==> src/rtl/dds_pkg.sv <==
// dds_pkg: shared FSM state encodings and width helper for the DDS control path
package dds_pkg;

    localparam logic [1:0] ST_IDLE = 2'd0;
    localparam logic [1:0] ST_CALC = 2'd1;
    localparam logic [1:0] ST_DONE = 2'd2;

    typedef enum logic [1:0] {
        IDLE   = ST_IDLE,
        CALC   = ST_CALC,
        DONE_S = ST_DONE
    } state_t;

    function automatic int clog2(input int v);
        int r;
        r = 0;
        while ((1 << r) < v) r++;
        return r;
    endfunction

endpackage

==> src/rtl/div_step.sv <==
// div_step: one combinational restoring-division step, MSB first
module div_step
    import dds_pkg::*;
#(
    parameter int WIDTH_D = 16
) (
    input  logic [WIDTH_D-1:0] rem_in,
    input  logic               n_msb,
    input  logic [WIDTH_D-1:0] d,
    output logic [WIDTH_D-1:0] rem_out,
    output logic               qbit
);

    logic [WIDTH_D:0] t;
    logic [WIDTH_D:0] dx;
    logic [WIDTH_D:0] diff;

    // trial subtraction on WIDTH_D+1 bits so divisors near full scale never overflow
    always_comb begin
        t       = {rem_in, n_msb};
        dx      = {1'b0, d};
        diff    = t - dx;
        qbit    = t >= dx;
        rem_out = WIDTH_D'(qbit ? diff : t);
    end

endmodule

==> src/rtl/div_seq_macro.sv <==
// div_seq_macro: unsigned iterative restoring divider with START/READY/DONE handshake
module div_seq_macro
    import dds_pkg::*;
#(
    parameter int WIDTH_N = 32,
    parameter int WIDTH_D = 16
) (
    input  logic               CLK,
    input  logic               RST,
    input  logic               CE,
    input  logic               START,
    input  logic [WIDTH_N-1:0] N,
    input  logic [WIDTH_D-1:0] D,
    output logic               READY,
    output logic               BUSY,
    output logic               DONE,
    output logic [WIDTH_N-1:0] Q,
    output logic [WIDTH_D-1:0] R,
    output logic               DIV0
);

    localparam int CW = clog2(WIDTH_N);
    localparam logic [CW-1:0] LAST = CW'(WIDTH_N - 1);

    state_t             state;
    logic [CW-1:0]      cnt;
    logic [WIDTH_N-1:0] n_sh;
    logic [WIDTH_D-1:0] rem;
    logic [WIDTH_D-1:0] d_r;
    logic [WIDTH_D-1:0] rem_next;
    logic               qbit;

    div_step #(.WIDTH_D(WIDTH_D)) u_step (
        .rem_in (rem),
        .n_msb  (n_sh[WIDTH_N-1]),
        .d      (d_r),
        .rem_out(rem_next),
        .qbit   (qbit)
    );

    // control FSM with datapath registers; results only become visible on the final step
    always_ff @(posedge CLK) begin
        if (RST) begin
            state <= IDLE;
            cnt   <= '0;
            n_sh  <= '0;
            rem   <= '0;
            d_r   <= '0;
            Q     <= '0;
            R     <= '0;
            DIV0  <= 1'b0;
            DONE  <= 1'b0;
            BUSY  <= 1'b0;
            READY <= 1'b1;
        end else if (CE) begin
            case (state)
                IDLE, DONE_S: begin
                    if (START && D != '0) begin
                        n_sh  <= N;
                        d_r   <= D;
                        rem   <= '0;
                        cnt   <= '0;
                        state <= CALC;
                        DONE  <= 1'b0;
                        BUSY  <= 1'b1;
                        READY <= 1'b0;
                    end else if (START) begin
                        Q     <= '1;
                        R     <= '0;
                        DIV0  <= 1'b1;
                        state <= DONE_S;
                        DONE  <= 1'b1;
                        BUSY  <= 1'b0;
                        READY <= 1'b1;
                    end else begin
                        state <= IDLE;
                        DONE  <= 1'b0;
                        BUSY  <= 1'b0;
                        READY <= 1'b1;
                    end
                end
                CALC: begin
                    n_sh <= {n_sh[WIDTH_N-2:0], qbit};
                    rem  <= rem_next;
                    if (cnt == LAST) begin
                        Q     <= {n_sh[WIDTH_N-2:0], qbit};
                        R     <= rem_next;
                        DIV0  <= 1'b0;
                        state <= DONE_S;
                        DONE  <= 1'b1;
                        BUSY  <= 1'b0;
                        READY <= 1'b1;
                    end else begin
                        cnt <= cnt + 1'b1;
                    end
                end
                default: begin
                    state <= IDLE;
                    DONE  <= 1'b0;
                    BUSY  <= 1'b0;
                    READY <= 1'b1;
                end
            endcase
        end
    end

endmodule
==> config.mk <==
export PLATFORM = sky130hd
export DESIGN_NAME = div_seq_macro
export DESIGN_NICKNAME = d
export VERILOG_FILES = /design/src/rtl/dds_pkg.sv /design/src/rtl/div_step.sv /design/src/rtl/div_seq_macro.sv
export SDC_FILE = /design/constraint.sdc
export NUM_CORES = 1
export LEC_CHECK = 0
export CAP_MARGIN = 5
export CORE_ASPECT_RATIO = 1.75
export CORE_UTILIZATION = 25
export DETAILED_ROUTE_END_ITERATION = 10
export PLACE_DENSITY_LB_ADDON = 0.3
export SLEW_MARGIN = 20
export SYNTH_ARGS = -nofsm -noshare
export SYNTH_HDL_FRONTEND = slang
export SYNTH_SLANG_ARGS = --single-unit
==> constraint.sdc <==
create_clock -name CLK -period 2.3 [get_ports CLK]
set_clock_uncertainty 0.15 [all_clocks]
set_input_delay 0.46 -clock CLK [delete_from_list [all_inputs] [get_ports CLK]]
set_output_delay 0.46 -clock CLK [all_outputs]
set_load 0.05 [all_outputs]
Word level (Yosys, flattened, before mapping)
Index checks and enable logic that the tools add are counted.
{"block": "word_totals", "regBits": 123, "input_bits": 52, "out_inout_bits": 52, "word_cells": 64}
{"block": "op_classes", "add_sub_neg": 2, "magnitude_cmp": 1, "n_eq_ne": 8, "muxes": 32, "reduce_logical": 10}
{"cell": "32-bit two-way mux", "count": 4}
{"cell": "32-bit one-hot mux with 2 select lines", "count": 2}
{"cell": "16-bit two-way mux", "count": 5}
{"cell": "16-bit one-hot mux with 2 select lines", "count": 2}
{"cell": "17-bit by 16-bit >= comparator with 1-bit output", "count": 1}
{"cell": "16-bit nonzero test", "count": 1}
{"cell": "16-bit subtractor", "count": 1}
{"cell": "5-bit two-way mux", "count": 2}
{"cell": "2-bit != test, second input constant", "count": 5}
{"cell": "5-bit one-hot mux with 2 select lines", "count": 1}
{"cell": "1-bit two-way mux", "count": 8}
{"cell": "1-bit one-hot mux with 2 select lines", "count": 4}
{"cell": "2-bit two-way mux", "count": 3}
{"cell": "3-bit AND reduction", "count": 2}
{"cell": "5-bit by 1-bit adder with 5-bit output, second input constant", "count": 1}
{"cell": "5-bit == test, second input constant", "count": 1}
{"cell": "5-bit AND reduction", "count": 1}
{"cell": "2-bit one-hot mux with 2 select lines", "count": 1}
{"cell": "4-bit AND reduction", "count": 1}
{"cell": "2-bit by 1-bit == test with 1-bit output, second input constant", "count": 1}
{"cell": "2-bit == test, second input constant", "count": 1}
{"cell": "2-bit logical NOT", "count": 1}
{"cell": "2-bit AND reduction", "count": 1}
{"cell": "2-bit nonzero test", "count": 1}
{"cell": "2 further kinds", "count": 2}

Depth between registers and ports, before layout
Gate-level depths: netlist of run 1.
{"block": "logic_depth", "depth_word": 4, "depth_mapped": 11, "depth_no_buf": 10}

Cells and area by module
From an unflattened synthesis of run 1, not the netlist that was laid out.
{"block": "unflattened", "hier_cells": 668, "area_unflattened_um2": 6037.0}
{"mod": "div_seq_macro", "instances": 1, "cells_per_inst": 512, "area_per_inst_um2": 4872.2}
{"mod": "div_step", "instances": 1, "cells_per_inst": 156, "area_per_inst_um2": 1164.9}

Worst setup path before layout of run 1
No wires, ideal clock.
{"block": "synth_path", "path_kind": "reg2reg", "from": "register d_r[14]", "to": "register rem[10]", "t_arrival_ps": 2150, "required_time_ps": 2010, "setup_slack_ps": -140, "stages_incl_launch_ff": 11, "n_path_buf": 1, "synth_period_minus_slack_ps": 2440, "path_cell_list": "dfxtp_1 -> inv_1 -> ha_1 -> a21o_1 -> a211o_1 -> a31oi_4 -> nand2_4 -> a21oi_4 -> buf_6 -> mux2i_1 -> a211oi_2"}
{"block": "synth_between", "elab_chain_len": 3}
{"item": "start: declaration", "line": "div_seq_macro.sv:29", "rtl": "logic [WIDTH_D-1:0] d_r;"}
{"item": "start signal: assignment", "line": "div_seq_macro.sv:48", "rtl": "d_r <= '0;"}
{"item": "start signal: assignment", "line": "div_seq_macro.sv:60", "rtl": "d_r <= D;"}
{"item": "17-bit by 16-bit >= comparator with 1-bit output", "line": "div_step.sv:23", "rtl": "qbit = t >= dx;"}
{"item": "16-bit two-way mux", "line": "div_step.sv:24", "rtl": "rem_out = WIDTH_D'(qbit ? diff : t);"}
{"item": "16-bit one-hot mux with 2 select lines", "line": "div_seq_macro.sv:56", "rtl": "case (state)"}
{"item": "end signal: assignment", "line": "div_seq_macro.sv:84", "rtl": "rem <= rem_next;"}
{"item": "end: declaration", "line": "div_seq_macro.sv:28", "rtl": "logic [WIDTH_D-1:0] rem;"}
No other way between the ends.
A chain may end at the register's enable or synchronous reset.

Worst setup path after layout of run 1
{"block": "layout_path", "from": "register rem[13]", "to": "register R[12]"}
{"block": "layout_between", "elab_chain_len": 4}
{"item": "17-bit by 16-bit >= comparator with 1-bit output", "line": "div_step.sv:23"}
{"item": "16-bit two-way mux", "line": "div_step.sv:24"}
{"item": "16-bit two-way mux", "line": "div_seq_macro.sv:85", "rtl": "if (cnt == LAST) begin"}
{"item": "16-bit one-hot mux with 2 select lines", "line": "div_seq_macro.sv:56"}
{"item": "end signal: assignment", "line": "div_seq_macro.sv:87", "rtl": "R <= rem_next;"}
{"item": "end: declaration", "line": "div_seq_macro.sv:18", "rtl": "output logic [WIDTH_D-1:0] R,"}
No other way between the ends. The select of a mux whose other input is x is not followed.

==> impl_metrics.toml, run 1 <==
[route]
drc = 0
vias_per_cell = 4.75
drt-total-wl_mm = 19.3
drt-wirelength-per-cell_um = 15.5
first_pass_iters = 4
final_antenna_net_count = 0
vias = 5905
drt_iter0_markers = 218

[global_route]
grt_start_max_net_pins = 50
grt_pass1_wl_mm = 30.8
grt_pass1_vias = 5858
grt.busiest_layer = "met2"
grt_use_met1 = 0.173
use_met2 = 0.328
met3_usage = 0.0336
antenna_found_initial = 0
grtUsageTotal = 0.171
grt-ovfl-total = 0

[synthesis]
ys_ff_latch = 121
ys_types = 59
synthCells = 727
syn_area_um2 = 5820
syn_area_per_cell_um2 = 8.00
synth.net_count = 798
synth_top_cell_by_area = "dfxtp_1"
ys_seq_area_frac = 0.417
synth-warning-count = 0
synth_edf_count = 0
synth_area_leaders = "dfxtp_1 (42%), nor2_1 (6.8%), nand2_1 (6.5%)"
synth_top_flop_cell = "dfxtp_1"
ys_async_sr_fraction = 0
synthDominantCellAreaShare = 0.417

[final_layout]
n_antenna_cell = 0
num-nets-final = 1001
fin_area_um2 = 9430
area_growth_pct = 62.2
finalNonFillerCells = 1243
drive_gt1_frac = 0.314

[floorplanning]
ioPinCount = 104
fp-row-count = 73
die_w_um = 117
coreArea_um2 = 22700
die-area_um2 = 23900
initial_utilization = 0.256
fp.dieH_um = 204

[worst_hold_path]
min_path_cells = 2
min_path_type = "input port to flip-flop"

[timing]
max_freq_mhz = 396
tightest_slew_ns = 0.546
hold_ws_ns = 0.272
worst_slack_ns = -0.223
maxSlewViolCount = 0
finalCritPeriodShare = 1.10
finalSetupViolCount = 34
maxSlewHeadroom = 0.635
hold_viol = 0
min_period_ns = 2.52
rsz0062_at_grt = "true"

[status]
status = "finished with violations"
violations = "negative setup slack"

[placed_design]
port_buffers = 103
globalplace.congestion = 0.788
dp_slack_ns = -0.405
place_inst = 1195
post_dp_cell_area_um2 = 8060
hpwl_mm = 14.1

[power_and_ir_drop]
switching_share = 0.320
power_frac_clock = 0.346
leakagePower_nw = 3.57
power_mw = 8.50
vdd_drop_max_mv = 0.504
power_frac_comb = 0.374
power_switching_mw = 2.72
p_int_mw = 5.78
pwr_density_cell_nw_per_um2 = 901
seqPwrFrac = 0.281

[clocking]
clock_sinks = 121
clk_pin_slew_worst_paths_ns = 0.06
cts_max_level = 4
cts_tree = "done"
ctsHoldBuffers = 0
numCtsBuffers = 17
worstSkewPairLatency_ns = 0.42
cts-root-buf = "clkbuf_16"
clock_path_buffers = 2

[critical_path]
cp_max_fo = 9
cp_slowest_cell = "dfxtp_4"
rr_worst_depth = 10
cpPeakStageDelay_ns = 0.36
start_kind = "flip-flop"
crit_arrival_ns = 2.68
crit_chain = "ha_4 > a21o_1 > a211o_1 > a31oi_4 > nand2_4 > a21oi_4 > buf_12 > mux2i_4 > buf_6 > a21oi_2"
worstPathRequired_ns = 2.45
setup.worst_path.end_class = "flip-flop"
critPathKind = "flip-flop to flip-flop"

[run]
cap_violations = 0
-- final timing paths --
check | slack (ns) | endpoint | startpoint
worst max register to register | -0.22 | R[12]$_SDFFE_PP0P_ | rem[13]$_SDFFE_PP0P_
worst min-delay path | 0.27 | cnt[0]$_SDFFE_PP0P_ | RST
worst min register to register | 0.31 | d_r[2]$_SDFFE_PP0P_ | d_r[2]$_SDFFE_PP0P_
worst max-delay path | -0.22 | R[12]$_SDFFE_PP0P_ | rem[13]$_SDFFE_PP0P_
-- cell usage after synthesis, drive strengths merged (2+ instances only) --
| library cell | n |
|---|---|
| a22oi | 4 |
| mux2i | 10 |
| nor3 | 70 |
| or3 | 2 |
| nand3 | 22 |
| ha | 18 |
| nand2b | 6 |
| a31oi | 6 |
| mux2 | 3 |
| o21ai | 23 |
| inv | 24 |
| a211oi | 12 |
| a41oi | 3 |
| o31a | 2 |
| buf | 13 |
| nor2b | 5 |
| nand4 | 7 |
| and3 | 5 |
| a311oi | 34 |
| a21oi | 43 |
| nand2 | 101 |
| clkbuf | 40 |
| xor2 | 7 |
| o31ai | 3 |
| a21o | 3 |
| nor2 | 105 |
| nor4 | 4 |
| o21a | 6 |
| dfxtp | 121 |
| xnor2 | 5 |
| or2 | 2 |
-- critical path: cells and delay by family (launching register included) --
kind / cells / cell delay (ns)
AND/OR/NAND/NOR: 1 / 0.08
AO/OA/AOI/OAI: 5 / 0.98
flip-flops: 1 / 0.36
multiplexers: 1 / 0.26
buffers and inverters: 2 / 0.30
adder cells (fa/ha/maj): 1 / 0.25
-- metal layers --
| metal | wire, µm | share of wire |
|---|---|---|
| met5 | 0 | 0 |
| met4 | 461 | 0.024 |
| met3 | 551 | 0.029 |
| met2 | 11100 | 0.57 |
| met1 | 7190 | 0.37 |
-- state kept, by name (all words and copies together) (netlist names), 5 cells and up --
name,count
cnt,5
R,16
d_r,16
n_sh,32
Q,32
rem,16
-- cell type report --
class	instances	area [µm²]
Sequential cell	121	2450
Clock buffer	22	494
Tap cell	300	375
Multi-Input combinational cell	529	3690
Clock inverter	10	161
Timing Repair Buffer	237	2170
Inverter	24	92.6
Fill cell	2266	13300
-- what timing repair did --
| item | CTS | global route |
|---|---|---|
| setup buffers | 11 | 8 |
| setup endpoints to repair | 33 | 98 |
| pin swaps | 31 | 24 |
| resized for setup | 75 | 52 |
-- stage by stage --
step,util,setup TNS [ns]
after floorplan,-,-0.0940
after global placement,0.355,-34.90
after detailed placement,0.355,-33.85
after CTS,0.403,-4.24
after global routing,0.415,-7.51
final,0.415,-5.33
-- cell families after synthesis --
family,Yosys count,synth area share
AO/OA/AOI/OAI,152,0.190
XOR/XNOR,12,0.0181
adder cells (fa/ha/maj),19,0.0422
buffers and inverters,77,0.0536
flip-flops,121,0.417
multiplexers,13,0.0230
AND/OR/NAND/NOR,333,0.256
-- power by group through the flow --
stage                     Clock (mW)  Combinational, mW  Sequential, mW
after global placement             0               2.47            2.41
after floorplan                    0               1.37            2.56
after CTS                       3.00               3.00            2.39
after global routing            3.11               3.40            2.40
after detailed placement           0               2.48            2.41
final                           2.94               3.18            2.39
-- layout by cell type, fill, tap and decap left out, types with 4 or more instances in the layout --
| cell | instances |
|---|---|
| xnor2_1 | 4 |
| buf_12 | 8 |
| a211oi_2 | 11 |
| buf_4 | 122 |
| nand4_1 | 6 |
| a311oi_2 | 5 |
| clkdlybuf4s50_1 | 97 |
| dfxtp_2 | 20 |
| nand2b_1 | 5 |
| nand2_1 | 95 |
| inv_2 | 9 |
| a311oi_1 | 29 |
| nor2_1 | 102 |
| nand2_2 | 5 |
| mux2i_4 | 7 |
| a21oi_1 | 38 |
| clkbuf_8 | 5 |
| bufinv_16 | 4 |
| nand3_1 | 21 |
| ha_4 | 15 |
| buf_6 | 6 |
| o21ai_0 | 15 |
| inv_1 | 14 |
| o21ai_2 | 6 |
| o21a_1 | 4 |
| xor2_1 | 6 |
| and3_1 | 5 |
| a31oi_1 | 4 |
| a21oi_2 | 4 |
| dfxtp_1 | 100 |
| clkbuf_16 | 17 |
| nor3_1 | 68 |
Note: power is estimated with default switching activity, not from simulation.
==> run 2: changes to the inputs <==
REMOVE_ABC_BUFFERS = 1   (was unset)
==> impl_metrics.toml, run 2 (synthesis gave the netlist of run 1 again) <==
[clocking]
clk_pin_slew_worst_paths_ns = 0.06
cts_tree = "done"
worstSkewPairLatency_ns = 0.42
cts-root-buf = "clkbuf_16"
cts_max_level = 4
ctsHoldBuffers = 0
numCtsBuffers = 17
clock_path_buffers = 2
clock_sinks = 121

[route]
drt_iter0_markers = 282
drt-wirelength-per-cell_um = 16.2
drc = 0
vias = 5941
final_antenna_net_count = 0
drt-total-wl_mm = 20.0
first_pass_iters = 6
vias_per_cell = 4.79

[placed_design]
dp_slack_ns = -0.645
hpwl_mm = 13.4
globalplace.congestion = 0.829
post_dp_cell_area_um2 = 7910
port_buffers = 103
place_inst = 1191

[global_route]
antenna_found_initial = 0
grt-ovfl-total = 0
grt_pass1_wl_mm = 30.9
grt_start_max_net_pins = 92
grtUsageTotal = 0.172
grt_pass1_vias = 6048

[critical_path]
cpPeakStageDelay_ns = 0.35
cp-startpoint = "d_r[14]$_SDFFE_PP0P_"
rr_worst_depth = 10
critPathKind = "flip-flop to flip-flop"
start_kind = "flip-flop"
worstPathRequired_ns = 2.48
r2r_end = "rem[1]$_SDFFE_PP0P_"
r2r_setup_slack_ns = -0.22
crit_chain = "inv_2 > ha_4 > a21o_1 > a211o_1 > a31oi_4 > nand2_4 > a21oi_4 > buf_12 > mux2_4 > o31ai_4"
crit_arrival_ns = 2.71
cp-endpoint = "rem[1]$_SDFFE_PP0P_"
setup.worst_path.end_class = "flip-flop"
r2r-start = "d_r[14]$_SDFFE_PP0P_"
cp_slowest_cell = "a211o_1"
cp_max_fo = 5

[timing]
max_freq_mhz = 396
maxSlewViolCount = 0
rsz0062_at_grt = "true"
worst_slack_ns = -0.223
maxSlewHeadroom = 0.635
finalCritPeriodShare = 1.10
hold_ws_ns = 0.302
hold_viol = 0
tightest_slew_ns = 0.545
min_period_ns = 2.52
finalSetupViolCount = 32
fin_tns_setup_ns = -4.64

[final_layout]
area_growth_pct = 60.9
fin_area_um2 = 9360
num-nets-final = 998
finalNonFillerCells = 1240
layout_common_cells = "buf_4 (121), dfxtp_1 (108), nor2_1 (103)"
drive_gt1_frac = 0.315
fin_util = 0.411
n_antenna_cell = 0
reg_top3 = "Q (32), n_sh (32)"
final_common_cell = "buf_4"

[floorplanning]
fp-row-count = 73
die-area_um2 = 23900
die_w_um = 117
ioPinCount = 104
coreArea_um2 = 22700
initial_utilization = 0.256
fp.dieH_um = 204

[power_and_ir_drop]
leakagePower_nw = 3.51
vdd_drop_max_mv = 0.418
power_mw = 8.28
pwr_density_cell_nw_per_um2 = 885

[run]
cap_violations = 0

[status]
violations = "negative setup slack"
status = "finished with violations"

[worst_hold_path]
min_path_type = "flip-flop to flip-flop"
hp-start = "d_r[9]$_SDFFE_PP0P_"
==> run 2: layout make-up <==
type,instances,area [µm²]
fillers,2255,13400
multi-input cells,529,3760
inverters,24,90.1
repair buffers,234,2120
flip-flops and latches,121,2440
clock buffers,18,439
clock inverters,14,125
well taps,300,375
==> run 2: report_power, final <==
group | leakage, nW | internal [mW] | total (mW) | switching, mW
logic | 2.25 | 1.67 | 3.37 | 1.70
clock network | 0.272 | 1.52 | 2.55 | 1.04
registers | 0.995 | 2.25 | 2.36 | 0.113
total | 3.51 | 5.44 | 8.28 | 2.85
==> run 2: critical path: cells and delay by family, from the launching register on <==
family,cells,cell delay (ns)
and+or+nand+nor,1,0.08
muxes,1,0.33
buffers and inverters,2,0.22
AOI/OAI and AO/OA,5,1.12
DFF,1,0.33
adders and majority gates,1,0.22
==> run 2: how the worst min path moves through the flow <==
stage                                 endpoint  slack (ns)  cells after the start
after CTS                  d_r[9]$_SDFFE_PP0P_        0.31                      2
after global placement     d_r[7]$_SDFFE_PP0P_        0.29                      2
after global routing       d_r[5]$_SDFFE_PP0P_        0.32                      2
after floorplan           d_r[10]$_SDFFE_PP0P_        0.28                      2
final                      d_r[9]$_SDFFE_PP0P_        0.30                      2
after detailed placement   d_r[6]$_SDFFE_PP0P_        0.30                      2
==> run 2: metal layers <==
| layer | track usage | part of all wire |
|---|---|---|
| met1 | 0.179 | 0.39 |
| met2 | 0.328 | 0.55 |
| met3 | 0.0357 | 0.041 |
| met4 | 0.0579 | 0.022 |
| met5 | 0 | 0 |
==> run 2: what timing repair did <==
action	in CTS	in global routing
setup endpoints to repair	83	69
hold endpoints to repair	0	0
gates resized for setup	97	52
gates cloned	2	1
setup buffers	12	6
pin swaps	52	28
